`src/rtl/timer_run_ctrl.sv`:
```
// Run/pause/done sequencer for the timer counter: turns button edges into load/count strobes
// and divides clk down to the count tick. Outputs are decoded from registered state only; cnt_en also depends on count.
module timer_run_ctrl #(
  parameter int TICK_DIV = 100_000_000,
  parameter int CNT_W    = 14,
  parameter int MAX_CNT  = 9999
) (
  input  logic             clk,
  input  logic             reset,
  input  logic             start_btn,
  input  logic             clr_btn,
  input  logic [1:0]       mode,
  input  logic [CNT_W-1:0] preset,
  input  logic [CNT_W-1:0] count,
  output logic             ld,
  output logic [CNT_W-1:0] ld_val,
  output logic             cnt_en,
  output logic             cnt_up,
  output logic             done,
  output logic [2:0]       state
);

  localparam int PW = (TICK_DIV > 1) ? $clog2(TICK_DIV) : 1;
  localparam logic [PW-1:0]    PRESC_TOP = PW'(TICK_DIV - 1);
  localparam logic [CNT_W-1:0] MAX_V     = CNT_W'(MAX_CNT);

  typedef enum logic [2:0] {
    S_IDLE  = 3'd0,
    S_LOAD  = 3'd1,
    S_RUN   = 3'd2,
    S_PAUSE = 3'd3,
    S_DONE  = 3'd4,
    S_CLEAR = 3'd5
  } state_t;

  state_t           state_q, state_d;
  logic             start_q, start_d;
  logic             clr_q, clr_d;
  logic [1:0]       mode_q, mode_d;
  logic [CNT_W-1:0] pre_q, pre_d;
  logic [CNT_W-1:0] target_q, target_d;
  logic [PW-1:0]    presc_q, presc_d;

  logic             st_rise, cl_rise;
  logic [CNT_W-1:0] preset_clamped;

  always_ff @(posedge clk) begin
    if (reset) begin
      state_q  <= S_IDLE;
      start_q  <= 1'b0;
      clr_q    <= 1'b0;
      mode_q   <= 2'b00;
      pre_q    <= '0;
      target_q <= '0;
      presc_q  <= '0;
    end else begin
      state_q  <= state_d;
      start_q  <= start_d;
      clr_q    <= clr_d;
      mode_q   <= mode_d;
      pre_q    <= pre_d;
      target_q <= target_d;
      presc_q  <= presc_d;
    end
  end

  always_comb begin
    st_rise        = start_btn & ~start_q;
    cl_rise        = clr_btn & ~clr_q;
    preset_clamped = (preset > MAX_V) ? MAX_V : preset;

    state_d  = state_q;
    start_d  = start_btn;
    clr_d    = clr_btn;
    mode_d   = mode_q;
    pre_d    = pre_q;
    target_d = target_q;
    presc_d  = presc_q;

    case (state_q)
      S_IDLE, S_DONE: begin
        if (cl_rise) begin
          state_d = S_CLEAR;
        end else if (st_rise) begin
          state_d = S_LOAD;
          mode_d  = mode;
          pre_d   = preset_clamped;
        end
      end
      S_LOAD: begin
        case (mode_q)
          2'b00:   target_d = MAX_V;
          2'b10:   target_d = pre_q;
          default: target_d = '0;
        endcase
        presc_d = '0;
        state_d = S_RUN;
      end
      S_RUN: begin
        presc_d = (presc_q == PRESC_TOP) ? '0 : presc_q + 1'b1;
        if (cl_rise)              state_d = S_CLEAR;
        else if (count == target_q) state_d = S_DONE;
        else if (st_rise)         state_d = S_PAUSE;
      end
      S_PAUSE: begin
        // prescaler holds so a resumed run finishes the partial tick
        if (cl_rise)      state_d = S_CLEAR;
        else if (st_rise) state_d = S_RUN;
      end
      S_CLEAR: begin
        presc_d = '0;
        state_d = S_IDLE;
      end
      default: state_d = S_IDLE;
    endcase
  end

  always_comb begin
    ld     = 1'b0;
    ld_val = '0;
    done   = 1'b0;
    cnt_en = 1'b0;
    case (state_q)
      S_LOAD: begin
        ld = 1'b1;
        case (mode_q)
          2'b01:   ld_val = MAX_V;
          2'b11:   ld_val = pre_q;
          default: ld_val = '0;
        endcase
      end
      S_RUN:   cnt_en = (presc_q == PRESC_TOP) && (count != target_q);
      S_DONE:  done = 1'b1;
      S_CLEAR: ld = 1'b1;
      default: ;
    endcase
    state  = state_q;
    cnt_up = ~mode_q[0];
  end

endmodule
```
`config.mk`:
```
export PLATFORM = sky130hd
export DESIGN_NAME = timer_run_ctrl
export DESIGN_NICKNAME = d
export VERILOG_FILES = /design/src/rtl/timer_run_ctrl.sv
export SDC_FILE = /design/constraint.sdc
export NUM_CORES = 1
export LEC_CHECK = 0
export CAP_MARGIN = 30
export CORE_AREA = 2 2 79 81
export CTS_CLUSTER_DIAMETER = 40
export CTS_CLUSTER_SIZE = 25
export DETAILED_ROUTE_END_ITERATION = 7
export DIE_AREA = 0 0 81 83
export HOLD_SLACK_MARGIN = 0.12
export PLACE_DENSITY = 0.92
export SLEW_MARGIN = 5
export SYNTH_ARGS = -nofsm -noshare
export SYNTH_HDL_FRONTEND = slang
export SYNTH_SLANG_ARGS = --single-unit
```
`constraint.sdc`:
```
create_clock -name clk -period 4.54 [get_ports clk]
set_clock_uncertainty 0.15 [all_clocks]
set_input_delay 1.135 -clock clk [delete_from_list [all_inputs] [get_ports clk]]
set_output_delay 1.135 -clock clk [all_outputs]
set_load 0.005 [all_outputs]
```
==> results by group, run 1 <==
STA
  – RSZ-0062 raised after global routing: no
  – Worst Tran Pin Value: 777 ps
  – Normalized max-slew margin: 0.481
  – Fin. Hold Viols: 0
  – Hold_ws: 335 ps
  – Max Slew Vio Count: 0
  – Final Setup Violations: 0
  – Max Freq: 242 MHz
  – Final period util: 0.910
  – Post-route setup TNS: 0 ps
  – Min cycle time layout: 4130 ps

Drt
  – WL final: 8.30 mm
  – DRT Pass-1 Iters: 7
  – 1st-iter DRT viols: 224
  – Final ANT Viol Nets: 0
  – Routed length per placed instance: 15.7 um
  – Via count: 3105
  – DRC Markers: 0
  – DR vias/cell: 5.87

Floorplan
  – Full die area: 0.00672 sq mm
  – Die width: 81 um
  – I/O pin cnt: 55
  – FP Rows: 28
  – Die Y: 83 um
  – Initial Utilization: 0.542
  – Core Area: 0.00582 sq mm

Yosys
  – Register area share after synthesis: 0.393
  – Async S/R FF share, synth: 0
  – Syn nets: 430
  – Yosys reg bits: 62
  – Netlist Area Pre-Place: 0.00315 sq mm
  – Yosys warning total: 0
  – Primary FF master, synth: dfxtp_1
  – Cells after synthesis: 395
  – Yosys cell types: 54
  – Post-synth EDFFs: 0
  – Syn_area_per_cell: 7.99 sq um

Critical path
  – Critical path class: in -> out
  – Instance count on the critical path: 7
  – Setup crit start kind: input port
  – Top cell family by delay on the critical path: buffers and inverters
  – Crit Reg-Reg Endpoint: presc_q[24]
  – Worst endpoint required time: 3250 ps
  – Slowest CP cell: clkdlybuf4s50_1
  – Max incr delay on CP: 470 ps
  – CP endpoint: cnt_en
  – Critical Path, Cell by Cell: clkdlybuf4s50_1, xnor2_1, nand4_1, nor4_1, buf_4, nor2_1, clkdlybuf4s50_1
  – Critical Path AT: 2850 ps
  – R2R Path Start: presc_q[1]
  – Worst R2R Setup Slack: 1980 ps
  – Worst Setup End Kind: primary output
  – CP most frequent cell: clkdlybuf4s50_1
  – Length in cells of the worst reg-to-reg path: 8
  – Maximum fanout along the worst path: 5
  – CP bufs+invs: 3
  – Crit. Startpoint: count[0]

Power
  – Worst VDD drop: 0.244 mV
  – Lkg Pwr: 1.42 nW
  – Clock power frac: 0.426
  – Internal Power: 1.07 mW
  – Total power per unit cell area: 357 mW/mm^2
  – Combinational Power Share: 0.154
  – Switching share of power: 0.253
  – Sequential share of power: 0.420
  – Net Switching: 0.361 mW
  – Total chip power: 1.43 mW

CTS
  – Clock transition at the registers of the reported paths: 70 ps
  – Sink Count: 62
  – CTS buffer count: 9
  – Clock root cell: clkbuf_8
  – Hold buffers post-CTS: 0
  – # resized after CTS: 0
  – Worst-Skew Late Latency: 340 ps
  – CTS tree: yes
  – CTS Buffer Depth: 2
  – H-tree Lvls: 3
  – Post-CTS Setup Bufs: 0

Placed design
  – Cell Count Post-Placement: 512
  – DP HPWL: 5.85 mm
  – I/O Buffers: 54
  – Placed Area: 0.00374 sq mm
  – GPL Wtd Cong: 0.885

Cells and area
  – Layout Cells excl Fill: 529
  – Synth-to-Final Area Change: 26.6%
  – Antenna diode count: 0
  – Post-Layout Inst Area: 0.00399 sq mm
  – Fillers: 440
  – Final nets: 484
  – Layout cells sized above 1: 0.0771

Global route
  – Largest net degree at the start of global routing: 41
  – GRT Resource Usage Total: 0.259
  – First-pass GRT wire length: 13.7 mm
  – Initial antenna violation count: 0
  – Remaining global-route overflow: 0
  – Vias in the first global route: 3025

Flow run
  – Max-Cap Viols: 0

Worst hold path
  – Min-delay worst type: reg -> reg

Status
  – Outcome: finished, final reports clean
cells in the final DEF (no fill, tap or decap), types with 5 or more instances in the layout:
cell / instances
nor2_1: 65
nand4_1: 9
dfxtp_1: 62
nor3_1: 19
xnor2_1: 18
a31oi_1: 8
buf_4: 6
nor2b_1: 14
nor4_1: 5
nand3_1: 27
a22oi_1: 5
clkdlybuf4s50_1: 54
a21oi_1: 32
and3_1: 9
nand2b_1: 5
nand2_1: 34
clkbuf_8: 11
inv_1: 6
cell type report:
cell class / instances / area [sq um] / share of cell area
clock buffer: 13 / 159 / 0.0398
clock inverter: 3 / 90.1 / 0.0226
inverter: 6 / 22.5 / 0.00564
multi-input combinational: 309 / 1800 / 0.450
sequential: 62 / 1240 / 0.311
tap: 75 / 93.8 / 0.0235
timing repair buffer: 61 / 591 / 0.148
tightest hold or removal path: cells and delay by family (launching register included):
family | cells | cell delay, ps
AO/OA/AOI/OAI | 1 | 50
AND/OR/NAND/NOR | 1 | 60
flip-flops | 1 | 320
Yosys cell counts, types with 3 or more instances:
cell type	instances	area, sq um
clkbuf_1	11	41.3
a21oi_1	32	160
a22oi_1	5	37.5
or3_1	4	25.0
inv_1	6	22.5
o21ai_1	3	15.0
nand4_1	9	56.3
nor3_1	19	95.1
nor4_1	5	31.3
xor2_1	3	26.3
mux2i_1	4	40.0
a21o_1	4	30.0
buf_6	3	33.8
nor2b_1	14	87.6
nand3_1	27	135
nor2_1	65	244
buf_2	3	15.0
xnor2_1	18	158
a41oi_1	3	26.3
o21ai_0	3	15.0
and3_1	9	56.3
or4_4	4	45.0
dfxtp_1	62	1240
a31oi_1	8	50.1
nand2b_1	5	31.3
nand2_1	34	128
worst min path at each step:
stage | from | end | slack, ps | cells after the start
after floorplan | pre_q[13] | pre_q[13] | 290 | 2
after global placement | pre_q[13] | pre_q[13] | 300 | 2
after detailed placement | pre_q[12] | pre_q[12] | 310 | 2
after CTS | pre_q[13] | pre_q[13] | 330 | 2
after global routing | target_q[7] | target_q[7] | 350 | 2
final | target_q[11] | target_q[11] | 330 | 2
power groups by stage:
stage	Sequential (mW)	Combinational (mW)	Clock, mW
final	0.599	0.219	0.609
after global routing	0.603	0.240	0.641
after CTS	0.598	0.217	0.611
after detailed placement	0.610	0.213	0
after global placement	0.608	0.203	0
after floorplan	0.601	0.138	0
sequential cells by signal (all words and copies together) (netlist names):
signal / cells
target_q: 14
state: 3
clr_q: 1
pre_q: 14
mode_q: 2
start_q: 1
presc_q: 27
routing by layer:
metal	part of all wire	up-vias	track usage
met3	0.059	32	0.0663
met2	0.50	126	0.424
met5	0	-	0
li1	-	1523	-
met4	0.031	0	0.123
met1	0.41	1424	0.310
stage by stage:
stage	setup WS [ps]	utilization
finish	410	0.687
global route	297	0.687
CTS	396	0.685
detailed placement	411	0.643
global placement	439	0.642
floorplan	1250	-
cells by family (layout without fill, tap and decap cells):
family	count (synthesis)	in the layout	synth area share
AND/OR/NAND/NOR	213	213	0.353
flip-flops	62	62	0.393
AO/OA/AOI/OAI	70	70	0.141
buffers and inverters	24	83	0.0369
multiplexers	4	4	0.0127
adder cells (fa/ha/maj)	1	1	0.00397
XOR/XNOR	21	21	0.0583
Power figures use the tool's default switching activity.
==> run 2: changes to the inputs <==
--- a/config.mk
+++ b/config.mk
@@ -13,6 +13,7 @@
 export DIE_AREA = 0 0 81 83
 export HOLD_SLACK_MARGIN = 0.12
 export PLACE_DENSITY = 0.92
+export REMOVE_ABC_BUFFERS = 1
 export SLEW_MARGIN = 5
 export SYNTH_ARGS = -nofsm -noshare
 export SYNTH_HDL_FRONTEND = slang
==> run 2 against run 1 <==
Via count shrank 0.19%; power shrank 4.8%; non-clock buffer count shrank 2; wire length shrank 2.7%; register-to-register slack is essentially flat; largest cell class unchanged.
==> results by group, run 2 (synthesis gave the netlist of run 1 again) <==
Placed design
  – Cell Count Post-Placement: 511
  – I/O Buffers: 54
  – GPL Wtd Cong: 0.889
  – DP HPWL: 5.67 mm

Power
  – Lkg Pwr: 1.40 nW
  – Worst VDD drop: 0.231 mV
  – Total chip power: 1.36 mW
  – Total power per unit cell area: 344 mW/mm^2

CTS
  – # resized after CTS: 0
  – Sink Count: 62
  – H-tree Lvls: 3
  – Hold buffers post-CTS: 0
  – CTS Buffer Depth: 2
  – Clock root cell: clkbuf_8
  – CTS tree: yes
  – CTS buffer count: 9
  – Worst-Skew Late Latency: 340 ps
  – Clock transition at the registers of the reported paths: 70 ps
  – Post-CTS Setup Bufs: 0

Cells and area
  – Final nets: 482
  – Commonest non-fill, non-tap cell in the layout: nor2_1
  – Layout cells sized above 1: 0.0774
  – Synth-to-Final Area Change: 25.3%
  – Most frequent cells in the layout: nor2_1 (65), dfxtp_1 (62), clkdlybuf4s50_1 (54), nand2_1 (34), a21oi_1 (32)
  – Antenna diode count: 0
  – Top flop regs: presc_q x27, pre_q x14, target_q x14
  – Max FFs per register: 27
  – Most flops, register: presc_q
  – Layout Cells excl Fill: 527

STA
  – Min cycle time layout: 4190 ps
  – Normalized max-slew margin: 0.544
  – Worst Tran Pin Value: 678 ps
  – Post-route setup TNS: 0 ps
  – RSZ-0062 raised after global routing: no
  – Fin. Hold Viols: 0
  – Final period util: 0.923
  – Max Freq: 239 MHz
  – Max Slew Vio Count: 0
  – Final Setup Violations: 0

Worst hold path
  – Hold Path End: target_q[11]
  – Hold Path Stages: 2
  – Hold_sp: target_q[11]
  – Min-delay worst type: reg -> reg

Floorplan
  – Full die area: 0.00672 sq mm
  – FP Rows: 28
  – Die width: 81 um
  – I/O pin cnt: 55
  – Initial Utilization: 0.542
  – Core Area: 0.00582 sq mm
  – Die Y: 83 um

Global route
  – First-pass GRT wire length: 13.2 mm
  – Initial antenna violation count: 0
  – Vias in the first global route: 2933
  – Remaining global-route overflow: 0
  – Largest net degree at the start of global routing: 36
  – GRT Resource Usage Total: 0.246

Drt
  – 1st-iter DRT viols: 190
  – Final ANT Viol Nets: 0
  – DRC Markers: 0
  – Routed length per placed instance: 15.3 um
  – WL final: 8.07 mm
  – Via count: 3099
  – DR vias/cell: 5.88
  – DRT Pass-1 Iters: 5

Critical path
  – Worst endpoint required time: 3250 ps
  – Crit Reg-Reg Endpoint: presc_q[12]
  – Top cell family by delay on the critical path: buffers and inverters
  – CP most frequent cell: clkdlybuf4s50_1
  – Slowest CP cell: clkdlybuf4s50_1
  – Worst R2R Setup Slack: 1970 ps
  – R2R Path Start: presc_q[0]
  – Worst Setup End Kind: primary output
  – Critical Path AT: 2910 ps
  – Maximum fanout along the worst path: 5
  – Instance count on the critical path: 7
  – Max incr delay on CP: 480 ps
  – Crit. Startpoint: count[9]
  – Length in cells of the worst reg-to-reg path: 7
  – Critical path class: in -> out
  – Critical Path, Cell by Cell: clkdlybuf4s50_1, xnor2_1, nand4_1, nor4_1, buf_4, nor2_1, clkdlybuf4s50_1
  – Setup crit start kind: input port
  – CP bufs+invs: 3

Status
  – Outcome: finished, final reports clean

Flow run
  – Max-Cap Viols: 0
-- run 2: cell count changes in the layout (fill, tap and decap cells not counted) --
cell        previous run  this run
buf_4                  6         4
clkinv_2               0         2
clkbuf_1               2         0
clkinvlp_4             0         2
clkbuf_8              11        10
bufinv_16              3         2
-- run 2: final cells by class --
class,instances,area [sq um]
repair buffers,59,576
inverters,6,22.5
multi-input cells,309,1800
well taps,75,93.8
clock buffers,10,138
clock inverters,6,85.1
fillers,472,1860
flip-flops and latches,62,1240
-- run 2: through the flow --
stage / setup slack, ps / instance area [sq um] / utilization / hold slack (ps)
floorplan: 1250 / 3060 / - / 281
global placement: 426 / 3720 / 0.640 / 295
detailed placement: 340 / 3730 / 0.641 / 297
CTS: 325 / 3950 / 0.680 / 321
global route: 263 / 3950 / 0.680 / 351
finish: 349 / 3950 / 0.680 / 323
-- run 2: where the power goes --
group | switching [mW] | leakage [nW] | internal, mW
clock | 0.225 | 0.108 | 0.322
sequential | 0.0257 | 0.503 | 0.571
combinational | 0.117 | 0.786 | 0.0987
total | 0.368 | 1.40 | 0.991
-- run 2: how the worst max path moves through the flow --
stage,end,slack (ps)
after global routing,cnt_en,260
final,cnt_en,350
after CTS,cnt_en,330
after detailed placement,cnt_en,340
after floorplan,cnt_en,1250
after global placement,cnt_en,430
-- run 2: routing by layer --
| metal | wire length [um] | vias up | share of wire | GRT usage |
|---|---|---|---|---|
| met2 | 4050 | 135 | 0.50 | 0.409 |
| met3 | 589 | 22 | 0.073 | 0.0750 |
| met5 | 0 | - | 0 | 0 |
| li1 | - | 1512 | - | - |
| met1 | 3270 | 1430 | 0.41 | 0.299 |
| met4 | 161 | 0 | 0.020 | 0.0817 |
-- run 2: worst min-delay path: stages, from the launching register on --
cell     delay (ps)
dfxtp_1         320
nand2_1          60
a21oi_1          50
